`src/rtl/ctrl_pipe_if.sv`:
```
// Control-pipe bus: decoded ID bundle in; EX/MEM/WB stage control, forwarding selects,
// hazard strobes and event counters out.
interface ctrl_pipe_if #(
  parameter int CNT_W = 16
);
  logic             id_valid;
  logic             id_mem_rd;
  logic             id_mem_wr;
  logic             id_reg_wr;
  logic             id_mux_reg_wr;
  logic             id_jump;
  logic             id_branch;
  logic             id_jalr;
  logic [1:0]       id_ula_op;
  logic [1:0]       id_alu_src1;
  logic [1:0]       id_alu_src2;
  logic [4:0]       id_rd;
  logic [4:0]       id_rs1;
  logic [4:0]       id_rs2;
  logic             branch_taken;

  logic             ex_valid;
  logic             ex_mem_rd;
  logic             ex_mem_wr;
  logic             ex_reg_wr;
  logic             ex_mux_reg_wr;
  logic             ex_jump;
  logic             ex_branch;
  logic             ex_jalr;
  logic [1:0]       ex_ula_op;
  logic [1:0]       ex_alu_src1;
  logic [1:0]       ex_alu_src2;
  logic [4:0]       ex_rd;
  logic [4:0]       ex_rs1;
  logic [4:0]       ex_rs2;

  logic             mem_valid;
  logic             mem_mem_rd;
  logic             mem_mem_wr;
  logic             mem_reg_wr;
  logic             mem_mux_reg_wr;
  logic [4:0]       mem_rd;

  logic             wb_valid;
  logic             wb_reg_wr;
  logic             wb_mux_reg_wr;
  logic [4:0]       wb_rd;

  logic [1:0]       fwd_a;
  logic [1:0]       fwd_b;
  logic             stall;
  logic             flush;
  logic [CNT_W-1:0] stall_cnt;
  logic [CNT_W-1:0] flush_cnt;

  modport slave (
    input  id_valid, id_mem_rd, id_mem_wr, id_reg_wr, id_mux_reg_wr, id_jump, id_branch,
           id_jalr, id_ula_op, id_alu_src1, id_alu_src2, id_rd, id_rs1, id_rs2, branch_taken,
    output ex_valid, ex_mem_rd, ex_mem_wr, ex_reg_wr, ex_mux_reg_wr, ex_jump, ex_branch,
           ex_jalr, ex_ula_op, ex_alu_src1, ex_alu_src2, ex_rd, ex_rs1, ex_rs2,
           mem_valid, mem_mem_rd, mem_mem_wr, mem_reg_wr, mem_mux_reg_wr, mem_rd,
           wb_valid, wb_reg_wr, wb_mux_reg_wr, wb_rd,
           fwd_a, fwd_b, stall, flush, stall_cnt, flush_cnt
  );

  modport master (
    output id_valid, id_mem_rd, id_mem_wr, id_reg_wr, id_mux_reg_wr, id_jump, id_branch,
           id_jalr, id_ula_op, id_alu_src1, id_alu_src2, id_rd, id_rs1, id_rs2, branch_taken,
    input  ex_valid, ex_mem_rd, ex_mem_wr, ex_reg_wr, ex_mux_reg_wr, ex_jump, ex_branch,
           ex_jalr, ex_ula_op, ex_alu_src1, ex_alu_src2, ex_rd, ex_rs1, ex_rs2,
           mem_valid, mem_mem_rd, mem_mem_wr, mem_reg_wr, mem_mux_reg_wr, mem_rd,
           wb_valid, wb_reg_wr, wb_mux_reg_wr, wb_rd,
           fwd_a, fwd_b, stall, flush, stall_cnt, flush_cnt
  );
endinterface

```
`src/rtl/ctrl_pipe.sv`:
```
// Carries decoded control through EX/MEM/WB; load-use stall, redirect flush, EX forwarding.
// ID->EX 1 cycle, MEM 2, WB 3; MEM/WB never back-pressure, stall/flush bubble EX.
module ctrl_pipe #(
  parameter int CNT_W = 16
) (
  input logic        clk,
  input logic        rst_n,
  ctrl_pipe_if.slave bus
);

  typedef struct packed {
    logic       valid;
    logic       mem_rd;
    logic       mem_wr;
    logic       reg_wr;
    logic       mux_reg_wr;
    logic       jump;
    logic       branch;
    logic       jalr;
    logic [1:0] ula_op;
    logic [1:0] alu_src1;
    logic [1:0] alu_src2;
    logic [4:0] rd;
    logic [4:0] rs1;
    logic [4:0] rs2;
  } ex_t;

  typedef struct packed {
    logic       valid;
    logic       mem_rd;
    logic       mem_wr;
    logic       reg_wr;
    logic       mux_reg_wr;
    logic [4:0] rd;
  } mem_t;

  typedef struct packed {
    logic       valid;
    logic       reg_wr;
    logic       mux_reg_wr;
    logic [4:0] rd;
  } wb_t;

  ex_t              r_ex;
  ex_t              w_ex_nxt;
  mem_t             r_mem;
  wb_t              r_wb;
  logic             w_id_reg_wr;
  logic             w_redirect;
  logic             w_load_use;
  logic             w_stall;
  logic             w_flush;
  logic [1:0]       w_fwd_a;
  logic [1:0]       w_fwd_b;
  logic [CNT_W-1:0] r_stall_cnt;
  logic [CNT_W-1:0] r_flush_cnt;

  function automatic logic [1:0] fwd_sel(input logic [4:0] rs, input mem_t m, input wb_t w);
    logic [1:0] sel;
    sel = 2'b00;
    if (m.valid && m.reg_wr && (m.rd != 5'd0) && (m.rd == rs))
      sel = 2'b01;
    else if (w.valid && w.reg_wr && (w.rd != 5'd0) && (w.rd == rs))
      sel = 2'b10;
    return sel;
  endfunction

  // Stores and branches never write rd; a non-writing rd is zeroed so it cannot match later.
  assign w_id_reg_wr = bus.id_reg_wr & ~bus.id_branch & ~bus.id_mem_wr;

  assign w_redirect = r_ex.valid & (r_ex.jump | (r_ex.branch & bus.branch_taken));
  assign w_load_use = r_ex.valid & r_ex.mem_rd & (r_ex.rd != 5'd0) & bus.id_valid &
                      ((r_ex.rd == bus.id_rs1) | (r_ex.rd == bus.id_rs2));

  assign w_flush = w_redirect;
  assign w_stall = w_load_use & ~w_redirect;

  always_comb begin
    w_ex_nxt = '0;
    if (!w_flush && !w_stall) begin
      w_ex_nxt.valid      = bus.id_valid;
      w_ex_nxt.mem_rd     = bus.id_mem_rd;
      w_ex_nxt.mem_wr     = bus.id_mem_wr;
      w_ex_nxt.reg_wr     = w_id_reg_wr;
      w_ex_nxt.mux_reg_wr = bus.id_mux_reg_wr;
      w_ex_nxt.jump       = bus.id_jump;
      w_ex_nxt.branch     = bus.id_branch;
      w_ex_nxt.jalr       = bus.id_jalr;
      w_ex_nxt.ula_op     = bus.id_ula_op;
      w_ex_nxt.alu_src1   = bus.id_alu_src1;
      w_ex_nxt.alu_src2   = bus.id_alu_src2;
      w_ex_nxt.rd         = w_id_reg_wr ? bus.id_rd : 5'd0;
      w_ex_nxt.rs1        = bus.id_rs1;
      w_ex_nxt.rs2        = bus.id_rs2;
    end
  end

  always_comb begin
    w_fwd_a = 2'b00;
    w_fwd_b = 2'b00;
    if (r_ex.valid) begin
      w_fwd_a = fwd_sel(r_ex.rs1, r_mem, r_wb);
      w_fwd_b = fwd_sel(r_ex.rs2, r_mem, r_wb);
    end
  end

  always_ff @(posedge clk or negedge rst_n) begin
    if (!rst_n) begin
      r_ex  <= '0;
      r_mem <= '0;
      r_wb  <= '0;
    end else begin
      r_ex             <= w_ex_nxt;
      r_mem.valid      <= r_ex.valid;
      r_mem.mem_rd     <= r_ex.mem_rd;
      r_mem.mem_wr     <= r_ex.mem_wr;
      r_mem.reg_wr     <= r_ex.reg_wr;
      r_mem.mux_reg_wr <= r_ex.mux_reg_wr;
      r_mem.rd         <= r_ex.rd;
      r_wb.valid       <= r_mem.valid;
      r_wb.reg_wr      <= r_mem.reg_wr;
      r_wb.mux_reg_wr  <= r_mem.mux_reg_wr;
      r_wb.rd          <= r_mem.rd;
    end
  end

  // Event counters saturate at all-ones rather than wrapping.
  always_ff @(posedge clk or negedge rst_n) begin
    if (!rst_n) begin
      r_stall_cnt <= '0;
      r_flush_cnt <= '0;
    end else begin
      if (w_stall && (r_stall_cnt != '1))
        r_stall_cnt <= r_stall_cnt + 1'b1;
      if (w_flush && (r_flush_cnt != '1))
        r_flush_cnt <= r_flush_cnt + 1'b1;
    end
  end

  assign bus.ex_valid       = r_ex.valid;
  assign bus.ex_mem_rd      = r_ex.mem_rd;
  assign bus.ex_mem_wr      = r_ex.mem_wr;
  assign bus.ex_reg_wr      = r_ex.reg_wr;
  assign bus.ex_mux_reg_wr  = r_ex.mux_reg_wr;
  assign bus.ex_jump        = r_ex.jump;
  assign bus.ex_branch      = r_ex.branch;
  assign bus.ex_jalr        = r_ex.jalr;
  assign bus.ex_ula_op      = r_ex.ula_op;
  assign bus.ex_alu_src1    = r_ex.alu_src1;
  assign bus.ex_alu_src2    = r_ex.alu_src2;
  assign bus.ex_rd          = r_ex.rd;
  assign bus.ex_rs1         = r_ex.rs1;
  assign bus.ex_rs2         = r_ex.rs2;

  assign bus.mem_valid      = r_mem.valid;
  assign bus.mem_mem_rd     = r_mem.mem_rd;
  assign bus.mem_mem_wr     = r_mem.mem_wr;
  assign bus.mem_reg_wr     = r_mem.reg_wr;
  assign bus.mem_mux_reg_wr = r_mem.mux_reg_wr;
  assign bus.mem_rd         = r_mem.rd;

  assign bus.wb_valid       = r_wb.valid;
  assign bus.wb_reg_wr      = r_wb.reg_wr;
  assign bus.wb_mux_reg_wr  = r_wb.mux_reg_wr;
  assign bus.wb_rd          = r_wb.rd;

  assign bus.fwd_a          = w_fwd_a;
  assign bus.fwd_b          = w_fwd_b;
  assign bus.stall          = w_stall;
  assign bus.flush          = w_flush;
  assign bus.stall_cnt      = r_stall_cnt;
  assign bus.flush_cnt      = r_flush_cnt;

endmodule

```
`src/flat_wrapper.sv`:
```
// flat-port wrapper written by rule: the top's interface ports become plain ports
module ctrl_pipe_flat 
#(
  parameter int CNT_W = 16
)
  (clk, rst_n, bus_id_valid, bus_id_mem_rd, bus_id_mem_wr, bus_id_reg_wr, bus_id_mux_reg_wr, bus_id_jump, bus_id_branch, bus_id_jalr, bus_id_ula_op, bus_id_alu_src1, bus_id_alu_src2, bus_id_rd, bus_id_rs1, bus_id_rs2, bus_branch_taken, bus_ex_valid, bus_ex_mem_rd, bus_ex_mem_wr, bus_ex_reg_wr, bus_ex_mux_reg_wr, bus_ex_jump, bus_ex_branch, bus_ex_jalr, bus_ex_ula_op, bus_ex_alu_src1, bus_ex_alu_src2, bus_ex_rd, bus_ex_rs1, bus_ex_rs2, bus_mem_valid, bus_mem_mem_rd, bus_mem_mem_wr, bus_mem_reg_wr, bus_mem_mux_reg_wr, bus_mem_rd, bus_wb_valid, bus_wb_reg_wr, bus_wb_mux_reg_wr, bus_wb_rd, bus_fwd_a, bus_fwd_b, bus_stall, bus_flush, bus_stall_cnt, bus_flush_cnt);
  ctrl_pipe_if #(.CNT_W(CNT_W)) bus_i ();
  input logic clk;
  input logic rst_n;
  input wire logic [$bits(bus_i.id_valid)-1:0] bus_id_valid;
  input wire logic [$bits(bus_i.id_mem_rd)-1:0] bus_id_mem_rd;
  input wire logic [$bits(bus_i.id_mem_wr)-1:0] bus_id_mem_wr;
  input wire logic [$bits(bus_i.id_reg_wr)-1:0] bus_id_reg_wr;
  input wire logic [$bits(bus_i.id_mux_reg_wr)-1:0] bus_id_mux_reg_wr;
  input wire logic [$bits(bus_i.id_jump)-1:0] bus_id_jump;
  input wire logic [$bits(bus_i.id_branch)-1:0] bus_id_branch;
  input wire logic [$bits(bus_i.id_jalr)-1:0] bus_id_jalr;
  input wire logic [$bits(bus_i.id_ula_op)-1:0] bus_id_ula_op;
  input wire logic [$bits(bus_i.id_alu_src1)-1:0] bus_id_alu_src1;
  input wire logic [$bits(bus_i.id_alu_src2)-1:0] bus_id_alu_src2;
  input wire logic [$bits(bus_i.id_rd)-1:0] bus_id_rd;
  input wire logic [$bits(bus_i.id_rs1)-1:0] bus_id_rs1;
  input wire logic [$bits(bus_i.id_rs2)-1:0] bus_id_rs2;
  input wire logic [$bits(bus_i.branch_taken)-1:0] bus_branch_taken;
  output wire logic [$bits(bus_i.ex_valid)-1:0] bus_ex_valid;
  output wire logic [$bits(bus_i.ex_mem_rd)-1:0] bus_ex_mem_rd;
  output wire logic [$bits(bus_i.ex_mem_wr)-1:0] bus_ex_mem_wr;
  output wire logic [$bits(bus_i.ex_reg_wr)-1:0] bus_ex_reg_wr;
  output wire logic [$bits(bus_i.ex_mux_reg_wr)-1:0] bus_ex_mux_reg_wr;
  output wire logic [$bits(bus_i.ex_jump)-1:0] bus_ex_jump;
  output wire logic [$bits(bus_i.ex_branch)-1:0] bus_ex_branch;
  output wire logic [$bits(bus_i.ex_jalr)-1:0] bus_ex_jalr;
  output wire logic [$bits(bus_i.ex_ula_op)-1:0] bus_ex_ula_op;
  output wire logic [$bits(bus_i.ex_alu_src1)-1:0] bus_ex_alu_src1;
  output wire logic [$bits(bus_i.ex_alu_src2)-1:0] bus_ex_alu_src2;
  output wire logic [$bits(bus_i.ex_rd)-1:0] bus_ex_rd;
  output wire logic [$bits(bus_i.ex_rs1)-1:0] bus_ex_rs1;
  output wire logic [$bits(bus_i.ex_rs2)-1:0] bus_ex_rs2;
  output wire logic [$bits(bus_i.mem_valid)-1:0] bus_mem_valid;
  output wire logic [$bits(bus_i.mem_mem_rd)-1:0] bus_mem_mem_rd;
  output wire logic [$bits(bus_i.mem_mem_wr)-1:0] bus_mem_mem_wr;
  output wire logic [$bits(bus_i.mem_reg_wr)-1:0] bus_mem_reg_wr;
  output wire logic [$bits(bus_i.mem_mux_reg_wr)-1:0] bus_mem_mux_reg_wr;
  output wire logic [$bits(bus_i.mem_rd)-1:0] bus_mem_rd;
  output wire logic [$bits(bus_i.wb_valid)-1:0] bus_wb_valid;
  output wire logic [$bits(bus_i.wb_reg_wr)-1:0] bus_wb_reg_wr;
  output wire logic [$bits(bus_i.wb_mux_reg_wr)-1:0] bus_wb_mux_reg_wr;
  output wire logic [$bits(bus_i.wb_rd)-1:0] bus_wb_rd;
  output wire logic [$bits(bus_i.fwd_a)-1:0] bus_fwd_a;
  output wire logic [$bits(bus_i.fwd_b)-1:0] bus_fwd_b;
  output wire logic [$bits(bus_i.stall)-1:0] bus_stall;
  output wire logic [$bits(bus_i.flush)-1:0] bus_flush;
  output wire logic [$bits(bus_i.stall_cnt)-1:0] bus_stall_cnt;
  output wire logic [$bits(bus_i.flush_cnt)-1:0] bus_flush_cnt;
  assign bus_i.id_valid = bus_id_valid;
  assign bus_i.id_mem_rd = bus_id_mem_rd;
  assign bus_i.id_mem_wr = bus_id_mem_wr;
  assign bus_i.id_reg_wr = bus_id_reg_wr;
  assign bus_i.id_mux_reg_wr = bus_id_mux_reg_wr;
  assign bus_i.id_jump = bus_id_jump;
  assign bus_i.id_branch = bus_id_branch;
  assign bus_i.id_jalr = bus_id_jalr;
  assign bus_i.id_ula_op = bus_id_ula_op;
  assign bus_i.id_alu_src1 = bus_id_alu_src1;
  assign bus_i.id_alu_src2 = bus_id_alu_src2;
  assign bus_i.id_rd = bus_id_rd;
  assign bus_i.id_rs1 = bus_id_rs1;
  assign bus_i.id_rs2 = bus_id_rs2;
  assign bus_i.branch_taken = bus_branch_taken;
  assign bus_ex_valid = bus_i.ex_valid;
  assign bus_ex_mem_rd = bus_i.ex_mem_rd;
  assign bus_ex_mem_wr = bus_i.ex_mem_wr;
  assign bus_ex_reg_wr = bus_i.ex_reg_wr;
  assign bus_ex_mux_reg_wr = bus_i.ex_mux_reg_wr;
  assign bus_ex_jump = bus_i.ex_jump;
  assign bus_ex_branch = bus_i.ex_branch;
  assign bus_ex_jalr = bus_i.ex_jalr;
  assign bus_ex_ula_op = bus_i.ex_ula_op;
  assign bus_ex_alu_src1 = bus_i.ex_alu_src1;
  assign bus_ex_alu_src2 = bus_i.ex_alu_src2;
  assign bus_ex_rd = bus_i.ex_rd;
  assign bus_ex_rs1 = bus_i.ex_rs1;
  assign bus_ex_rs2 = bus_i.ex_rs2;
  assign bus_mem_valid = bus_i.mem_valid;
  assign bus_mem_mem_rd = bus_i.mem_mem_rd;
  assign bus_mem_mem_wr = bus_i.mem_mem_wr;
  assign bus_mem_reg_wr = bus_i.mem_reg_wr;
  assign bus_mem_mux_reg_wr = bus_i.mem_mux_reg_wr;
  assign bus_mem_rd = bus_i.mem_rd;
  assign bus_wb_valid = bus_i.wb_valid;
  assign bus_wb_reg_wr = bus_i.wb_reg_wr;
  assign bus_wb_mux_reg_wr = bus_i.wb_mux_reg_wr;
  assign bus_wb_rd = bus_i.wb_rd;
  assign bus_fwd_a = bus_i.fwd_a;
  assign bus_fwd_b = bus_i.fwd_b;
  assign bus_stall = bus_i.stall;
  assign bus_flush = bus_i.flush;
  assign bus_stall_cnt = bus_i.stall_cnt;
  assign bus_flush_cnt = bus_i.flush_cnt;
  ctrl_pipe #(.CNT_W(CNT_W)) u_core (.clk(clk), .rst_n(rst_n), .bus(bus_i));
endmodule
```
`config.mk`:
```
export PLATFORM = sky130hd
export DESIGN_NAME = ctrl_pipe_flat
export DESIGN_NICKNAME = d
export VERILOG_FILES = /design/src/rtl/ctrl_pipe_if.sv /design/src/rtl/ctrl_pipe.sv /design/src/flat_wrapper.sv
export SDC_FILE = /design/constraint.sdc
export NUM_CORES = 1
export LEC_CHECK = 0
export BUFFER_PORTS_ARGS = -buffer_cell sky130_fd_sc_hd__buf_4
export CAP_MARGIN = 10
export CORE_MARGIN = 8
export CORE_UTILIZATION = 23
export CTS_BUF_LIST = sky130_fd_sc_hd__clkbuf_4 sky130_fd_sc_hd__clkbuf_8
export DETAILED_ROUTE_END_ITERATION = 8
export PLACE_DENSITY = 0.55
export SLEW_MARGIN = 20
export SYNTH_ARGS = -nofsm -noshare
export SYNTH_HDL_FRONTEND = slang
export SYNTH_SLANG_ARGS = --single-unit
```
`constraint.sdc`:
```
create_clock -name clk -period 1.8 [get_ports clk]
set_input_delay 0.36 -clock clk [delete_from_list [all_inputs] [get_ports clk]]
set_output_delay 0.36 -clock clk [all_outputs]
set_load 0.01 [all_outputs]
```
==> flow_summary.json, run 1 <==
{
  "tightest_slew_ns": 0.509,
  "synth_area_um2": 3370,
  "antenna_found_initial": 0,
  "worstSetupStartpoint": "u_core.bus.ex_rs1[2]",
  "dr.first_iter.drc_count": 81,
  "synthCells": 283,
  "final_util_pct": 39.4,
  "die_y_um": 137,
  "crit_path_end_kind": "primary output",
  "cts_tree": "yes",
  "path_class": "reg2out",
  "vias": 2971,
  "r2r_start": "u_core.bus.ex_rd[3]",
  "wl_um": 11200,
  "fmax_mhz": 430,
  "violations": "negative setup slack",
  "fillers": 1419,
  "die_area_um2": 18800,
  "setup_ws_ns": -0.525,
  "maxSlewViolCount": 0,
  "postRouteAntennaNets": 0,
  "clk_latency_ns": 0.37,
  "syn2layout_area_growth_pct": 68.3,
  "layout-drive-gt1-share_pct": 51.4,
  "core_um2": 14400,
  "dr.pass1.iters": 4,
  "n_antenna_cell": 0,
  "holdWs_ns": 0.201,
  "htree_levels": 3,
  "hold_viol": 0,
  "synth.net_count": 317,
  "numCtsBuffers": 9,
  "grt_pass1_vias": 3242,
  "wire_per_inst_um": 16.5,
  "synth.area.top_cells": "dfrtp_1 (59%), xnor2_1 (9.3%), xor2_1 (5.2%)",
  "post-route-period-util_pct": 129,
  "power.density_nw_per_um2": 775,
  "rsz0062_at_grt": "yes",
  "dp.final_hpwl_um": 8590,
  "boundaryPins": 117,
  "final-setup-viol-count": 50,
  "power.total_mw": 4.40,
  "dieWidth_um": 137,
  "yosysSeqAreaShare_pct": 58.6,
  "cp_slowest_stage_delay_ns": 0.55,
  "ys_ff_latch": 79,
  "drc": 0,
  "max-cap-violations": 0,
  "period_needed_ns": 2.33,
  "postSynthAreaPerCell_um2": 11.9,
  "gr-total-overflow": 0,
  "status": "complete, but fails checks",
  "synth_cell_types": 35,
  "min_from": "bus_id_alu_src1[1]",
  "grt_pass1_wl_um": 17500,
  "placementRows": 44,
  "start_kind": "flip-flop",
  "cts.sinks": 79,
  "p_leak_nw": 2.77,
  "crit_path_max_fanout": 3,
  "final_cell_mix": "buf_4 (178), dfrtp_1 (78), xnor2_1 (35)",
  "synth.top_cell.area_share_pct": 58.6,
  "root_buffer": "clkbuf_8",
  "arrival_ns": 1.97,
  "initial_core_util_pct": 23.4,
  "grt_max_degree": 38,
  "crit_chain": "xor2_1, or4_4, nor4_4, buf_4",
  "ys.warnings.count": 0,
  "vias_per_cell": 4.38,
  "cp_data_required_time_ns": 1.44,
  "fin_nets": 523,
  "relSlewSlack_pct": 66.1,
  "final_common_cell": "buf_4",
  "grt_usage_pct": 12.1,
  "cts_buffer_depth": 2,
  "clock_skew_ns": 0.0135,
  "path_clk_slew_ns": 0.08,
  "yosys.area.top_type": "dfrtp_1",
  "globalplace.congestion": 0.774,
  "crit_family": "simple AND/OR/NAND/NOR gates",
  "cp.buffers_inverters": 1,
  "port_buffers": 116,
  "vdd_ir_drop_max_v": 0.000489,
  "critPathSlowestCell": "or4_4",
  "hp-class": "in2reg"
}
-- cells in the mapped netlist (all sizes together) --
master and instances:
o2111ai 2, nand2 14, dfrtp 79, nor2 9, o21a 1, o211ai 1
nor3 5, buf 3, o22ai 1, or3 1, a41oi 1, nor2b 1
xor2 20, nand4 15, xnor2 36, inv 5, mux2 2, and4 7
nor4 8, mux2i 1, and3 7, nor3b 1, o2111a 1, nand4b 1
ha 2, or4 5, and2 26, a31oi 2, a21o 2, clkbuf 1
a21oi 3, nand3 19, nand2b 1
-- area by class of cell --
type	count	area, um^2	area share (%)
clock buffer	10	138	2.42
clock inverter	6	92.6	1.63
inverter	5	21.3	0.375
multi-input combinational	195	1610	28.3
sequential	79	1980	34.8
tap	184	230	4.05
timing repair buffer	199	1610	28.4
-- through the flow --
stage | cells | setup WS (ns) | area (um^2) | setup TNS, ns
floorplan | 283 | -0.0589 | 3460 | -0.482
global placement | 642 | -0.184 | 5030 | -1.29
detailed placement | 642 | -0.198 | 5030 | -1.88
CTS | 672 | -0.573 | 5560 | -13.62
global route | 678 | -0.610 | 5680 | -16.56
finish | 678 | -0.525 | 5680 | -12.69
-- worst paths after layout --
kind / cells after the start / slack [ns] / end
min in group asynchronous: 2 / 0.50 / u_core.bus.mem_mem_rd
max in group asynchronous: 3 / 0.74 / u_core.bus.flush_cnt[13]
setup / recovery: 4 / -0.53 / bus_fwd_a[1]
setup reg to reg: 8 / -0.38 / u_core.bus.stall_cnt[14]
hold reg to reg: 0 / 0.39 / u_core.bus.mem_mux_reg_wr
hold / removal: 2 / 0.20 / u_core.bus.ex_alu_src1[1]
-- worst register-to-register path: cells and delay by family (launching register included) --
| family | cells | cell delay, ns |
|---|---|---|
| flops | 1 | 0.38 |
| buf+inv | 3 | 0.36 |
| mux | 1 | 0.30 |
| simple gates | 3 | 0.77 |
| compound gates | 1 | 0.26 |
-- power breakdown --
| part | total [mW] | switching [mW] | internal (mW) |
|---|---|---|---|
| registers | 2.00 | 0.109 | 1.89 |
| logic | 0.886 | 0.400 | 0.486 |
| clock network | 1.51 | 0.689 | 0.825 |
-- kinds of logic (layout without fill, tap and decap cells) --
group | after synthesis | after routing | synth area share, %
flip-flops | 79 | 79 | 58.6
adder cells (fa/ha/maj) | 2 | 2 | 0.742
multiplexers | 3 | 3 | 0.964
AO/OA/AOI/OAI | 14 | 14 | 3.15
AND/OR/NAND/NOR | 120 | 120 | 20.5
XOR/XNOR | 56 | 56 | 14.5
buffers and inverters | 9 | 220 | 1.52
-- per-layer routing --
layer / wire [um] / share of wire (%) / track usage, %
met1: 4740 / 42 / 14.3
met2: 5400 / 48 / 19.5
met3: 920 / 8.2 / 5.18
met4: 121 / 1.1 / 3.80
met5: 0 / 0 / 0
-- timing repair --
item / CTS / global route
endpoints found under the hold margin: 34 / 0
setup buffers: 10 / 9
pin swaps: 36 / 14
cloned: 3 / 0
setup endpoints to repair: 48 / 59
hold buffers: 1 / 0
resized for setup: 38 / 19
-- flip-flops by register name, indices dropped and copies added, names as in the netlist, 2 cells and up --
register / flops
u_core.bus.mem_rd: 5
u_core.bus.ex_alu_src1: 2
u_core.bus.ex_rs1: 5
u_core.bus.ex_ula_op: 2
u_core.bus.ex_rd: 5
u_core.bus.stall_cnt: 16
u_core.bus.flush_cnt: 16
u_core.bus.ex_alu_src2: 2
u_core.bus.ex_rs2: 5
u_core.bus.wb_rd: 5
(Power assumes the default switching activity.)
==> run 2, diff against run 1 <==
Settings changed: CELL_PAD_IN_SITES_DETAIL_PLACEMENT from default to 1, CELL_PAD_IN_SITES_GLOBAL_PLACEMENT from default to 1, PLACE_DENSITY 0.55 to 0.65.
==> run 2 against run 1 <==
Net effect: the flow finishes with violations (negative hold slack, negative setup slack); clock skew decreased by 0.0059 ns; maximum frequency is 1.3% lower; combinational power is 1% higher; final cell count is 1.5% lower; register-to-register slack lost 0.03 ns; flip-flop and latch count did not move; sequential share of layout area grew 0.18 points; critical path type unchanged; largest power group unchanged.
==> flow_summary.json, run 2 (synthesis gave the netlist of run 1 again) <==
{
  "status": "complete, but fails checks",
  "dr.first_iter.drc_count": 94,
  "relSlewSlack_pct": 66.3,
  "clk_latency_ns": 0.36,
  "fmax_mhz": 424,
  "post-place-ws_ns": -0.245,
  "hold_viol": 7,
  "port_buffers": 116,
  "numCtsBuffers": 9,
  "vdd_ir_drop_max_v": 0.000290,
  "grt_usage_pct": 13.1,
  "wire_per_inst_um": 17.8,
  "vias": 2967,
  "layout-drive-gt1-share_pct": 52.9,
  "cp_data_required_time_ns": 1.44,
  "final_cell_mix": "buf_4 (171), dfrtp_1 (78), xnor2_1 (32)",
  "wl_um": 11900,
  "power.density_nw_per_um2": 761,
  "dr.pass1.iters": 4,
  "fin_nets": 513,
  "htree_levels": 3,
  "placementRows": 44,
  "die_area_um2": 18800,
  "syn2layout_area_growth_pct": 67.5,
  "boundaryPins": 117,
  "dieWidth_um": 137,
  "core_um2": 14400,
  "gr-total-overflow": 0,
  "vias_per_cell": 4.44,
  "hp-class": "in2async",
  "maxSlewViolCount": 0,
  "period_needed_ns": 2.36,
  "post-route-period-util_pct": 131,
  "holdWs_ns": -0.00468,
  "n_antenna_cell": 0,
  "arrival_ns": 2.00,
  "crit_path_end_kind": "primary output",
  "path_clk_slew_ns": 0.09,
  "dp.final_hpwl_um": 8710,
  "violations": "negative hold slack, negative setup slack",
  "setup_ws_ns": -0.556,
  "cts_tree": "yes",
  "clock_skew_ns": 0.00756,
  "path_class": "reg2out",
  "crit_path_max_fanout": 2,
  "max-cap-violations": 0,
  "hold_buffers": 0,
  "postRouteAntennaNets": 0,
  "root_buffer": "clkbuf_8",
  "power.total_mw": 4.30,
  "die_y_um": 137,
  "globalplace.congestion": 0.776,
  "grt_pass1_vias": 3515,
  "final_common_cell": "buf_4",
  "antenna_found_initial": 0,
  "cts_buffer_depth": 2,
  "grt_pass1_wl_um": 18900,
  "rsz0062_at_grt": "yes",
  "drc": 0,
  "grt_max_degree": 80,
  "p_leak_nw": 2.76,
  "initial_core_util_pct": 23.4,
  "cts.sinks": 79,
  "tightest_slew_ns": 0.503,
  "final-setup-viol-count": 50,
  "start_kind": "flip-flop",
  "fillers": 1581
}
## run 2: cell count changes in the layout (fill, tap and decap cells not counted), sizes merged
cell         delta
bufinv          -1
inv             -1
clkbuf          +3
buf            -10
dlygate4sd3     -1
## run 2: cell type report
cell class	instances	area [um^2]	area share (%)
timing repair buffer	189	1560	27.5
multi-input combinational	195	1650	29.3
clock inverter	4	53.8	0.952
clock buffer	12	159	2.81
tap	184	230	4.08
sequential	79	1980	35.0
inverter	5	18.8	0.332
## run 2: critical path: stages, from the launching register on
cell,delay [ns]
dfrtp_1,0.41
or4_1,0.52
o211ai_1,0.17
buf_4,0.16
nor4_2,0.06
nor4_4,0.15
buf_4,0.16
## run 2: final timing paths
path                                            from                        end  slack [ns]  cells past startpoint
worst min register to register  u_core.bus.ex_mem_wr      u_core.bus.mem_mem_wr        0.39                      0
max in group asynchronous                      rst_n    u_core.bus.flush_cnt[7]        1.43                      2
worst max-delay path            u_core.bus.mem_rd[3]               bus_fwd_b[1]       -0.56                      6
min in group clk                  bus_id_alu_src2[0]  u_core.bus.ex_alu_src2[0]        0.20                      2
worst max register to register   u_core.bus.ex_rd[0]        u_core.bus.ex_rd[4]       -0.41                      8
worst min-delay path                           rst_n  u_core.bus.ex_alu_src2[0]      -0.005                      2
## run 2: stage by stage
stage | utilization [%] | std cells | setup TNS, ns | hold slack, ns | cell area [um^2]
after floorplan | - | 283 | -0.482 | 0.0644 | 3460
after global placement | 34.9 | 641 | -1.24 | 0.362 | 5030
after detailed placement | 34.9 | 641 | -2.83 | 0.371 | 5030
after CTS | 38.1 | 667 | -11.23 | 0.00921 | 5500
after global routing | 39.2 | 668 | -16.73 | 0.0197 | 5650
final | 39.2 | 668 | -13.66 | -0.00468 | 5650
## run 2: what timing repair did
item	in CTS	in global routing
pin swaps	18	41
buffers inserted	7	5
resized for setup	28	38
endpoints found under the setup margin	59	61
cloned	3	1
## run 2: report_power, final
| group | total [mW] | internal (mW) | switching (mW) |
|---|---|---|---|
| Clock | 1.42 | 0.735 | 0.686 |
| Combinational | 0.895 | 0.486 | 0.408 |
| Sequential | 1.98 | 1.89 | 0.0946 |
## run 2: routing by layer
layer  track usage [%]  up-vias  part of all wire (%)  wire length (um)
li1                  -     1387                     -                 -
met1              15.0     1485                    41              4800
met2              22.2       78                    51              6030
met3              4.19       17                   6.7               794
met4              5.49        0                   2.0               235
met5                 0        -                     0                 0
